$ cat src/rtl/scnn_output_compressor.sv
// rtl/scnn_output_compressor.sv - snapshots the accumulator plane, requantises it and streams nonzeros as (value, index)
module scnn_output_compressor #(
  parameter int N_OUT = 16,
  parameter int ACC_W = 32,
  parameter int ACT_W = 16,
  parameter int IDX_W = 4,
  parameter int SHIFT = 0
) (
  input  logic                        clk,
  input  logic                        rst_n,
  input  logic                        start,
  input  logic [3:0]                  out_dim,
  input  logic [N_OUT-1:0][ACC_W-1:0] acc_in,
  output logic                        busy,
  output logic                        o_valid,
  input  logic                        o_ready,
  output logic [ACT_W-1:0]            o_value,
  output logic [IDX_W-1:0]            o_index,
  output logic                        o_last,
  output logic                        done,
  output logic [4:0]                  nnz_count
);

  typedef enum logic [1:0] {IDLE, STREAM, DONE} state_t;

  state_t                        state, state_nxt;
  logic [N_OUT-1:0][ACT_W-1:0]   val, val_cap;
  logic [N_OUT-1:0]              mask, mask_cap, mask_nxt;
  logic [4:0]                    nnz_cap;
  logic [7:0]                    dim_sq;
  logic [4:0]                    limit;
  logic [IDX_W-1:0]              head;

  // Negative values go to zero; the sign bit is tested before the shift result is used.
  function automatic logic [ACT_W-1:0] requant(input logic [ACC_W-1:0] a);
    logic [ACC_W-1:0] r;
    r = a >> SHIFT;
    if (a[ACC_W-1])
      return '0;
    else if (r > ACC_W'({ACT_W{1'b1}}))
      return '1;
    else
      return r[ACT_W-1:0];
  endfunction

  assign dim_sq = 8'(out_dim) * 8'(out_dim);
  assign limit  = (dim_sq > 8'd16) ? 5'd16 : dim_sq[4:0];

  always_comb begin
    val_cap  = '0;
    mask_cap = '0;
    nnz_cap  = '0;
    for (int i = 0; i < N_OUT; i++) begin
      val_cap[i]  = requant(acc_in[i]);
      mask_cap[i] = (5'(i) < limit) && (val_cap[i] != '0);
      nnz_cap     = nnz_cap + 5'(mask_cap[i]);
    end
  end

  // Priority encoder: lowest set mask bit is the next element out.
  always_comb begin
    head = '0;
    for (int i = N_OUT - 1; i >= 0; i--)
      if (mask[i]) head = IDX_W'(i);
  end

  assign busy    = (state != IDLE);
  assign done    = (state == DONE);
  assign o_valid = (state == STREAM);
  assign o_last  = o_valid && (mask != '0) && ((mask & (mask - N_OUT'(1))) == '0);
  assign o_value = o_valid ? val[head] : '0;
  assign o_index = o_valid ? head : '0;

  always_ff @(posedge clk or negedge rst_n) begin
    if (!rst_n)
      state <= IDLE;
    else
      state <= state_nxt;
  end

  always_comb begin
    state_nxt = state;
    mask_nxt  = mask;
    case (state)
      IDLE:    if (start) state_nxt = (mask_cap != '0) ? STREAM : DONE;
      STREAM: begin
        if (o_ready) begin
          mask_nxt[head] = 1'b0;
          if (o_last) state_nxt = DONE;
        end
      end
      DONE:    state_nxt = IDLE;
      default: state_nxt = IDLE;
    endcase
  end

  always_ff @(posedge clk or negedge rst_n) begin
    if (!rst_n) begin
      val       <= '0;
      mask      <= '0;
      nnz_count <= '0;
    end else if (state == IDLE && start) begin
      val       <= val_cap;
      mask      <= mask_cap;
      nnz_count <= nnz_cap;
    end else begin
      mask      <= mask_nxt;
    end
  end

endmodule
$ cat config.mk
export PLATFORM = sky130hd
export DESIGN_NAME = scnn_output_compressor
export DESIGN_NICKNAME = d
export VERILOG_FILES = /design/src/rtl/scnn_output_compressor.sv
export SDC_FILE = /design/constraint.sdc
export NUM_CORES = 1
export LEC_CHECK = 0
export CAP_MARGIN = 20
export CORE_AREA = 2 2 212 214
export CTS_CLUSTER_SIZE = 28
export DETAILED_ROUTE_END_ITERATION = 8
export DIE_AREA = 0 0 214 216
export PLACE_DENSITY = 0.71
export SKIP_LAST_GASP = 1
export SYNTH_ARGS = -nofsm -noshare
export SYNTH_HDL_FRONTEND = slang
export SYNTH_SLANG_ARGS = --single-unit
$ cat constraint.sdc
create_clock -name clk -period 3.1 [get_ports clk]
set_input_delay 0.465 -clock clk [delete_from_list [all_inputs] [get_ports clk]]
set_output_delay 0.465 -clock clk [all_outputs]
set_load 0.01 [all_outputs]
# --- Word level (Yosys, flattened, before mapping) ---
# Cells that the tools add are included.
# W data, S select, Z words.
op_classes:
  n_eq_ne: 5
  reduce_logical: 45
  bitwise_logic: 3
  n_mul: 1
  n_addsub: 16
  n_lt_le_gt_ge: 35
  mux: 63
ops:
  columns: ["operator", "count"]
  rows:
  - ["$mux W16", 37]
  - ["$gt A32 B16 Y1 const B", 16]
  - ["$reduce_bool A16 Y1", 18]
  - ["$mux W4", 17]
  - ["$bmux W16 S4", 1]
  - ["$add A5 B1 Y5", 11]
  - ["$lt A4 B5 Y1 const A", 8]
  - ["$and A16 B16 Y16", 2]
  - ["$logic_and A1 B1 Y1", 20]
  - ["$lt A3 B5 Y1 const A", 4]
  - ["$logic_not A16 Y1", 1]
  - ["$not A16 Y16", 1]
  - ["$sub A16 B1 Y16 const B", 1]
  - ["$lt A1 B5 Y1 const A", 2]
  - ["$lt A2 B5 Y1 const A", 2]
  - ["$gt A8 B5 Y1 const B", 1]
  - ["$mul A4 B4 Y8", 1]
  - ["$mux W2", 4]
  - ["$reduce_bool A2 Y1", 3]
  - ["$add A4 B1 Y5", 1]
  - ["$lt A4 B5 Y1 const B", 1]
  - ["$mux W5", 1]
  - ["$add A3 B1 Y4", 1]
  - ["$demux W1 S4", 1]
  - ["12 further kinds", 13]
word_totals:
  regBits: 279
  elab_cells: 187

# --- Logic depth before layout (Yosys ltp) ---
# Gate-level depths: netlist of run 1.
depth:
  ltp_word: 25
  depth_mapped: 21
  mapped_depth_nobuf: 20

# --- Worst setup path after synthesis of run 1 ---
# Ideal clock, no wire load.
synth_timing:
  path_kind: "input to register"
  start: "input out_dim[1]"
  end: "register nnz_count[4]"
  cell_stages: 19
  setup_slack_ps: -1914
  t_arrival_ps: 4893
  required_time_ps: 2979
  setup_time_ps: 121
  cell_sequence: "and3_1 inv_1 fa_1 and2_0 buf_2 a21boi_0 or3_1 inv_1 fa_1 inv_1 fa_1 fa_1 inv_1 fa_1 ha_1 fa_1 a21oi_1 nor2_1 a22o_1"
synth_via:
  elab_chain_len: 20
  elab_cells_between_ends: 50
  cone_classes: "15 x add/sub; 1 x mul; 17 x order compare; 1 x mux; 16 x reduce/logical"
synth_rtl:
  columns: ["element", "line", "rtl"]
  rows:
  - ["start, declared", "12", "input logic [3:0] out_dim,"]
  - ["$mul A4 B4 Y8 (*)", "46", "assign dim_sq = 8'(out_dim) * 8'(out_dim);"]
  - ["$gt A8 B5 Y1", "47", "assign limit = (dim_sq > 8'd16) ? 5'd16 : dim_sq[4:0];"]
  - ["$mux W5 (*)", "47", null]
  - ["$lt A1 B5 Y1", "55", "mask_cap[i] = (5'(i) < limit) && (val_cap[i] != '0);"]
  - ["$logic_and A1 B1 Y1", "55", null]
  - ["$add A1 B1 Y2", "56", "nnz_cap = nnz_cap + 5'(mask_cap[i]);"]
  - ["$add A2 B1 Y3", "56", null]
  - ["$add A3 B1 Y4", "56", null]
  - ["$add A4 B1 Y5", "56", null]
  - ["$add A5 B1 Y5 (10 in a row)", "56", null]
  - ["$add A5 B1 Y5 (*)", "56", null]
  - ["end signal, assigned", "105", "nnz_count <= nnz_cap;"]
  - ["end, declared", "21", "output logic [4:0] nnz_count"]
# Every way passes the cells marked *; elsewhere a longest branch is shown, timed or not.
# A chain may end at the register's enable or synchronous reset.

# --- Worst setup path in the final report of run 1 ---
layout_timing:
  start: "input acc_in[231] (netlist bit)"
  end: "register nnz_count[4]"
layout_via:
  elab_chain_len: 14
layout_rtl:
  columns: ["element", "line", "rtl"]
  rows:
  - ["start, declared", "13", "input logic [N_OUT-1:0][ACC_W-1:0] acc_in,"]
  - ["$gt A32 B16 Y1", "40", "else if (r > ACC_W'({ACT_W{1'b1}}))"]
  - ["$mux W16 (*)", "40", null]
  - ["$mux W16 (*)", "38", "if (a[ACC_W-1])"]
  - ["$reduce_bool A16 Y1 (*)", "55", null]
  - ["$logic_and A1 B1 Y1 (*)", "55", null]
  - ["$add A5 B1 Y5 (*) (9 in a row)", "56", null]
# Marked as above.

==> flow_summary.yaml, run 1 <==
outcome:
  result_of_the_run: "finished with violations"
  violations: "negative setup slack"
timing:
  final_min_period_over_clock_period: 1.46
  setup_total_negative_slack_ps: -19790
  max_slew_margin: 0.519
  final.setup_skew_ps: 18.7
  rsz0062_at_grt: "true"
  setup_viol_count_final: 23
  timing.fmax_mhz: 221
  hold-worst-slack_ps: 259
  timing_hold_violations_final: 0
  final_critical_path_setup_slack_ps: -1430
  post-route-min-period_ps: 4530
  timing_worst_slew_pin_value_ps: 722
  slew_violations: 0
placement:
  dp.final_hpwl_um: 58100
  setup_slack_at_placement_ps: -2520
  numPlacedInstances: 3302
  gp_congestion: 0.993
  port-buffer-count: 548
grt:
  number_of_global_route_vias_before_repair: 18700
  globalRoute.totalOverflow: 0
  largest_net_degree_at_the_start_of_global_routing: 119
  grt_antenna_before_repair: 2
  grt_pass1_wl_um: 110000
  grtUsageTotal: 0.309
pwr:
  switching_share: 0.416
  power.net_switching_uw: 11200
  power_report.internal_total_uw: 15700
  clock_power_share: 0.144
  pwr_density_cell_nw_per_um2: 956
  p_leak_uw: 0.0123
  flop_pwr_share: 0.246
  peakVddDrop_uv: 690
  p_comb_frac: 0.610
synth:
  post_synth_net_total: 2417
  synth_top_flop_cell: "dfrtp_1"
  synth.avg_cell_area_um2: 8.57
  number_of_warnings_reported_in_the_yosys_synthesis_log: 0
  ys_ff_latch: 279
  synth_async_sr_flop_share: 1.00
  gate_count_after_technology_mapping: 1880
  synth_cell_types: 71
  number_of_synthesized_flops_with_an_enable_pin: 0
  ys_seq_area_frac: 0.433
  synth_area_um2: 16100
floorplan:
  ioPinCount: 549
  die_y_um: 216
  fp.dieW_um: 214
  core_area_um2: 43800
  floorplan.initialDensity: 0.368
  std_cell_rows: 77
  floorplan.die_area_um2: 46200
routing:
  drtIter0Drc: 1811
  drt_first_pass_iters: 5
  routed_wirelength_um: 74500
  wl_per_cell_um: 21.9
  num_vias: 18700
  vias_per_cell: 5.50
  detail-route-antenna-nets: 0
  route.detailed.drc: 0
clocking:
  clock_latency_ps: 590
  clock_path_buffers: 3
  cts-buffers-inserted: 31
  root_buffer_master: "clkbuf_16"
  cts_sinks: 279
  tritoncts: "done"
  htreeDepth: 1
  clkSlewWorstSetupHoldPaths_ps: 60
job:
  max_capacitance_violation_count: 0
hold_path:
  worst_hold_path_type: "in2reg"
final_layout:
  layout_commonest_cell: "clkdlybuf4s50_1"
  final_net_count: 3324
  drive_gt1_frac: 0.277
  area.growth.synth_to_final_pct: 74.1
  final_core_util: 0.640
  final_cell_count_no_fill: 3403
  most-common-layout-cells: "clkdlybuf4s50_1 (489), buf_4 (426), nor2_1 (300)"
setup_path:
  critPathKind: "in2reg"
  crit_fanout: 2
  timing.critical_path.required_ps: 3570
  critPathLaunchType: "primary input"
  worst_setup_path_end_kind: "register"
  cp_data_arrival_time_ps: 5010
==> power groups by stage <==
stage | registers, uW | clock network [uW] | logic (uW)
3_3_place_gp | 6450 | 0 | 12700
3_5_place_dp | 6500 | 0 | 12900
2_1_floorplan | 6080 | 0 | 6500
6_report | 6600 | 3870 | 16400
5_1_grt | 6740 | 4040 | 17200
4_1_cts | 6510 | 3910 | 15300
==> metrics by stage <==
stage / area (um^2) / power, uW
after floorplan: 16100 / 12600
after global placement: 25200 / 19200
after detailed placement: 25200 / 19400
after CTS: 27300 / 25700
after global routing: 28100 / 28000
final: 28100 / 26800
==> critical path: stages <==
cell,delay [ps]
clkdlybuf4s50_1,490
nor4_1,320
nand4_1,330
o21ai_2,270
inv_2,60
fa_1,500
inv_1,60
fa_1,490
fa_1,510
inv_1,60
fa_1,480
ha_4,190
fa_2,360
a21oi_2,160
nor2_1,50
a22o_1,210
==> layout make-up <==
cell class	count	area, um^2
fill	3571	15800
multi-input combinational	1417	9610
timing repair buffer	1025	9520
sequential	279	6980
clock buffer	42	907
tap	592	741
clock inverter	14	173
inverter	33	124
antenna	1	2.50
==> worst paths after layout <==
kind / slack, ps / startpoint / cells past startpoint / endpoint
max: -1430 / acc_in[231] / 16 / nnz_count[4]$_DFFE_PN0P_
min: 260 / acc_in[360] / 3 / val[184]$_DFFE_PN0P_
max reg2reg: 310 / mask[4]$_DFFE_PN0P_ / 12 / state[1]$_DFFE_PN0P_
min reg2reg: 470 / val[221]$_DFFE_PN0P_ / 2 / val[221]$_DFFE_PN0P_
max in group asynchronous: 1680 / rst_n / 3 / val[244]$_DFFE_PN0P_
min in group asynchronous: 510 / rst_n / 2 / val[64]$_DFFE_PN0P_
==> cell families after synthesis <==
| kind of cell | count (synthesis) | synth area share |
|---|---|---|
| flip-flops | 279 | 0.433 |
| adder cells (fa/ha/maj) | 21 | 0.0208 |
| AND/OR/NAND/NOR | 896 | 0.262 |
| buffers and inverters | 184 | 0.0469 |
| multiplexers | 42 | 0.0287 |
| AO/OA/AOI/OAI | 455 | 0.207 |
| XOR/XNOR | 3 | 0.00163 |
==> cell usage after synthesis, drive strengths merged (2+ instances only) <==
cell type,instances,area share
a211oi,41,0.019
a21boi,6,0.0028
a21o,2,0.00093
a21oi,17,0.0053
a221oi,6,0.0036
a22o,2,0.0011
a31oi,11,0.0052
a32o,5,0.0031
and2,22,0.0085
and3,26,0.010
buf,23,0.0093
clkbuf,128,0.030
dfrtp,279,0.43
fa,11,0.014
ha,6,0.0047
inv,33,0.0077
maj3,4,0.0025
mux2,34,0.024
mux2i,8,0.0050
nand2,302,0.070
nand2b,5,0.0019
nand3,4,0.0016
nand4,36,0.014
nor2,306,0.072
nor2b,3,0.0012
nor3,19,0.0062
nor3b,12,0.0056
nor4,134,0.056
nor4b,9,0.0068
o211ai,16,0.0083
o21ai,42,0.013
o22ai,20,0.0078
o311ai,11,0.0060
o31ai,265,0.12
or2,2,0.00078
or3,5,0.0023
or4,8,0.0037
or4b,2,0.0012
xor2,2,0.0011
==> layer usage <==
layer  track usage  up-vias  routed length [um]
met5             0        -                  13
met4         0.112        2                3000
met3        0.0434      140                5070
met2         0.529      843               36500
met1         0.397     9001               29900
li1              -     8731                   -
==> sequential cells by signal, indices dropped and copies added, names as in the netlist <==
name,flops
nnz_count,5
state,2
val,256
mask,16
==> repair_timing <==
action                     4_1_cts  5_1_grt
hold endpoints to repair        77        0
buffers inserted                36       21
pin swaps                       64       95
gates cloned                     4        0
hold buffers                     1        0
setup endpoints to repair       26       25
gates resized for setup        294      146
Note: power is estimated with default switching activity, not from simulation.
==> run 2: changes to the inputs <==
==> constraint.sdc (replaced) <==
create_clock -name clk -period 3.1 [get_ports clk]
set_input_delay 0.465 -clock clk [delete_from_list [all_inputs] [get_ports clk]]
set_output_delay 0.465 -clock clk [all_outputs]
set_load 0.05 [all_outputs]
==> flow_summary.yaml, run 2 (synthesized netlist as in run 1, its figures left out) <==
outcome:
  result_of_the_run: "finished with violations"
  violations: "negative setup slack"
setup_path:
  worst_setup_path_end_kind: "register"
  delay_contributed_by_the_slowest_stage_of_the_critical_path_ps: 540
  critical_path.reg2reg.endpoint: "state[0]$_DFFE_PN0P_"
  critPathLaunchType: "primary input"
  r2r-start: "mask[3]$_DFFE_PN0P_"
  crit_fanout: 2
  cp_cell_sequence: "clkdlybuf4s50_1 -> nor4_2 -> nand4_1 -> buf_4 -> o21ai_2 -> inv_2 -> fa_1 -> inv_1 -> fa_1 -> fa_2 -> inv_2 -> fa_2 -> ha_4 -> fa_2 -> a21oi_2 -> nor2_1 -> a22o_1"
  cell_with_the_largest_stage_delay_on_the_worst_path: "fa_2"
  timing.critical_path.required_ps: 3560
  reg2reg_depth: 11
  critical_path_cell_count: 17
  critical_path.startpoint: "acc_in[181]"
  critPathKind: "in2reg"
  cp.buffers_inverters: 5
  cp_data_arrival_time_ps: 4860
  critical-path-top-cell-by-count: "fa_2"
  r2r_slack_ps: 470
  cpLargestDelayFamily: "adder cells"
routing:
  drt_first_pass_iters: 7
  vias_per_cell: 5.53
  route.detailed.drc: 0
  drtIter0Drc: 1574
  wl_per_cell_um: 21.5
  routed_wirelength_um: 72700
  detail-route-antenna-nets: 0
  num_vias: 18700
timing:
  timing.fmax_mhz: 227
  post-route-min-period_ps: 4400
  slew_violations: 0
  setup_viol_count_final: 22
  final_critical_path_setup_slack_ps: -1300
  rsz0062_at_grt: "true"
  final.setup_skew_ps: 20.5
  timing_hold_violations_final: 0
  max_slew_margin: 0.463
  timing_worst_slew_pin_value_ps: 805
  final_min_period_over_clock_period: 1.42
clocking:
  tritoncts: "done"
  root_buffer_master: "clkbuf_16"
  clkSlewWorstSetupHoldPaths_ps: 70
  htreeDepth: 1
  cts-buffers-inserted: 31
  clock_path_buffers: 3
  cts_sinks: 279
  clock_latency_ps: 590
pwr:
  pwr_density_cell_nw_per_um2: 1030
  p_leak_uw: 0.0129
  peakVddDrop_uv: 665
placement:
  numPlacedInstances: 3290
  port-buffer-count: 548
  gp_congestion: 0.950
  dp.final_hpwl_um: 55500
  setup_slack_at_placement_ps: -2490
final_layout:
  nFillCells: 3482
  area.growth.synth_to_final_pct: 77.1
  largest_register: "val"
  final_cell_count_no_fill: 3384
  multi_input_gate_area_in_the_final_layout_um2: 9650
  final_core_util: 0.651
  top_regs: "val x256, mask x16, nnz_count x5"
  drive_gt1_frac: 0.277
  final_net_count: 3304
  most-common-layout-cells: "clkdlybuf4s50_1 (419), buf_4 (394), nor2_1 (300)"
  largest_reg_flops: 256
  layout_commonest_cell: "clkdlybuf4s50_1"
  regArea_um2: 6980
floorplan:
  fp.dieW_um: 214
  std_cell_rows: 77
  core_area_um2: 43800
  floorplan.initialDensity: 0.368
  ioPinCount: 549
  floorplan.die_area_um2: 46200
  die_y_um: 216
hold_path:
  worst_hold_startpoint: "acc_in[491]"
  worst_hold_path_type: "in2reg"
  worstHoldEndpoint: "val[251]$_DFFE_PN0P_"
  hold_depth: 3
grt:
  globalRoute.totalOverflow: 0
  grt_antenna_before_repair: 4
  largest_net_degree_at_the_start_of_global_routing: 117
  number_of_global_route_vias_before_repair: 19000
  grtUsageTotal: 0.301
  grt_pass1_wl_um: 109000
job:
  max_capacitance_violation_count: 0
[run 2: changes by cell type in the layout (fill, tap and decap cells not counted), sizes merged, moves of 3 or more]
cell,previous run,this run
buf,498,477
bufinv,3,6
clkdlybuf4s50,489,419
dlygate4sd2,6,25
dlymetal6s2s,29,78
[run 2: routing by layer]
layer	track usage	vias to the layer above	share of wire
li1	-	8695	-
met5	0	-	0.00018
met1	0.396	9091	0.41
met2	0.509	786	0.48
met3	0.0378	152	0.066
met4	0.107	2	0.042
[run 2: worst max-delay path by stage]
stage	to	slack, ps
floorplan	nnz_count[1]$_DFFE_PN0P_	-1680
global placement	nnz_count[4]$_DFFE_PN0P_	-2280
detailed placement	nnz_count[4]$_DFFE_PN0P_	-2490
CTS	nnz_count[4]$_DFFE_PN0P_	-1450
global route	nnz_count[4]$_DFFE_PN0P_	-1450
finish	nnz_count[4]$_DFFE_PN0P_	-1300
[run 2: area by class of cell]
type	count	area share
Clock inverter	16	0.00837
Inverter	33	0.00434
Antenna cell	2	0.000175
Tap cell	592	0.0260
Timing Repair Buffer	1005	0.348
Multi-Input combinational cell	1417	0.338
Sequential cell	279	0.245
Clock buffer	40	0.0305
[run 2: timing repair]
action                                  CTS  global route
endpoints found under the hold margin    85             0
pin swaps                                76            99
hold buffers                              1             0
gates resized for setup                 228           189
setup buffers                            29            14
cloned                                    9             4
endpoints found under the setup margin   23            25
[run 2: worst reg2reg max path: stages, from the launching register on]
cell and delay [ps]:
dfrtp_1 440, buf_4 170, nor4_4 300, buf_6 180
nand3_2 100, buf_4 160, or4b_4 520, o21ai_2 90
o211a_4 220, buf_4 120, nand2_1 80, o2bb2ai_1 130
[run 2: power breakdown]
| part | internal (uW) | leakage [uW] | switching (uW) |
|---|---|---|---|
| Clock | 2460 | 0.000546 | 1580 |
| Combinational | 9140 | 0.00884 | 9610 |
| Sequential | 5370 | 0.00347 | 1210 |
[run 2: stage by stage]
stage | power, uW | TNS [ps] | instance area, um^2 | hold WS [ps]
after floorplan | 14200 | -7860 | 16300 | 169
after global placement | 21100 | -13240 | 25400 | 451
after detailed placement | 21400 | -14880 | 25400 | 458
after CTS | 28400 | -17660 | 27700 | 346
after global routing | 30700 | -18740 | 28500 | 268
final | 29400 | -16860 | 28500 | 235
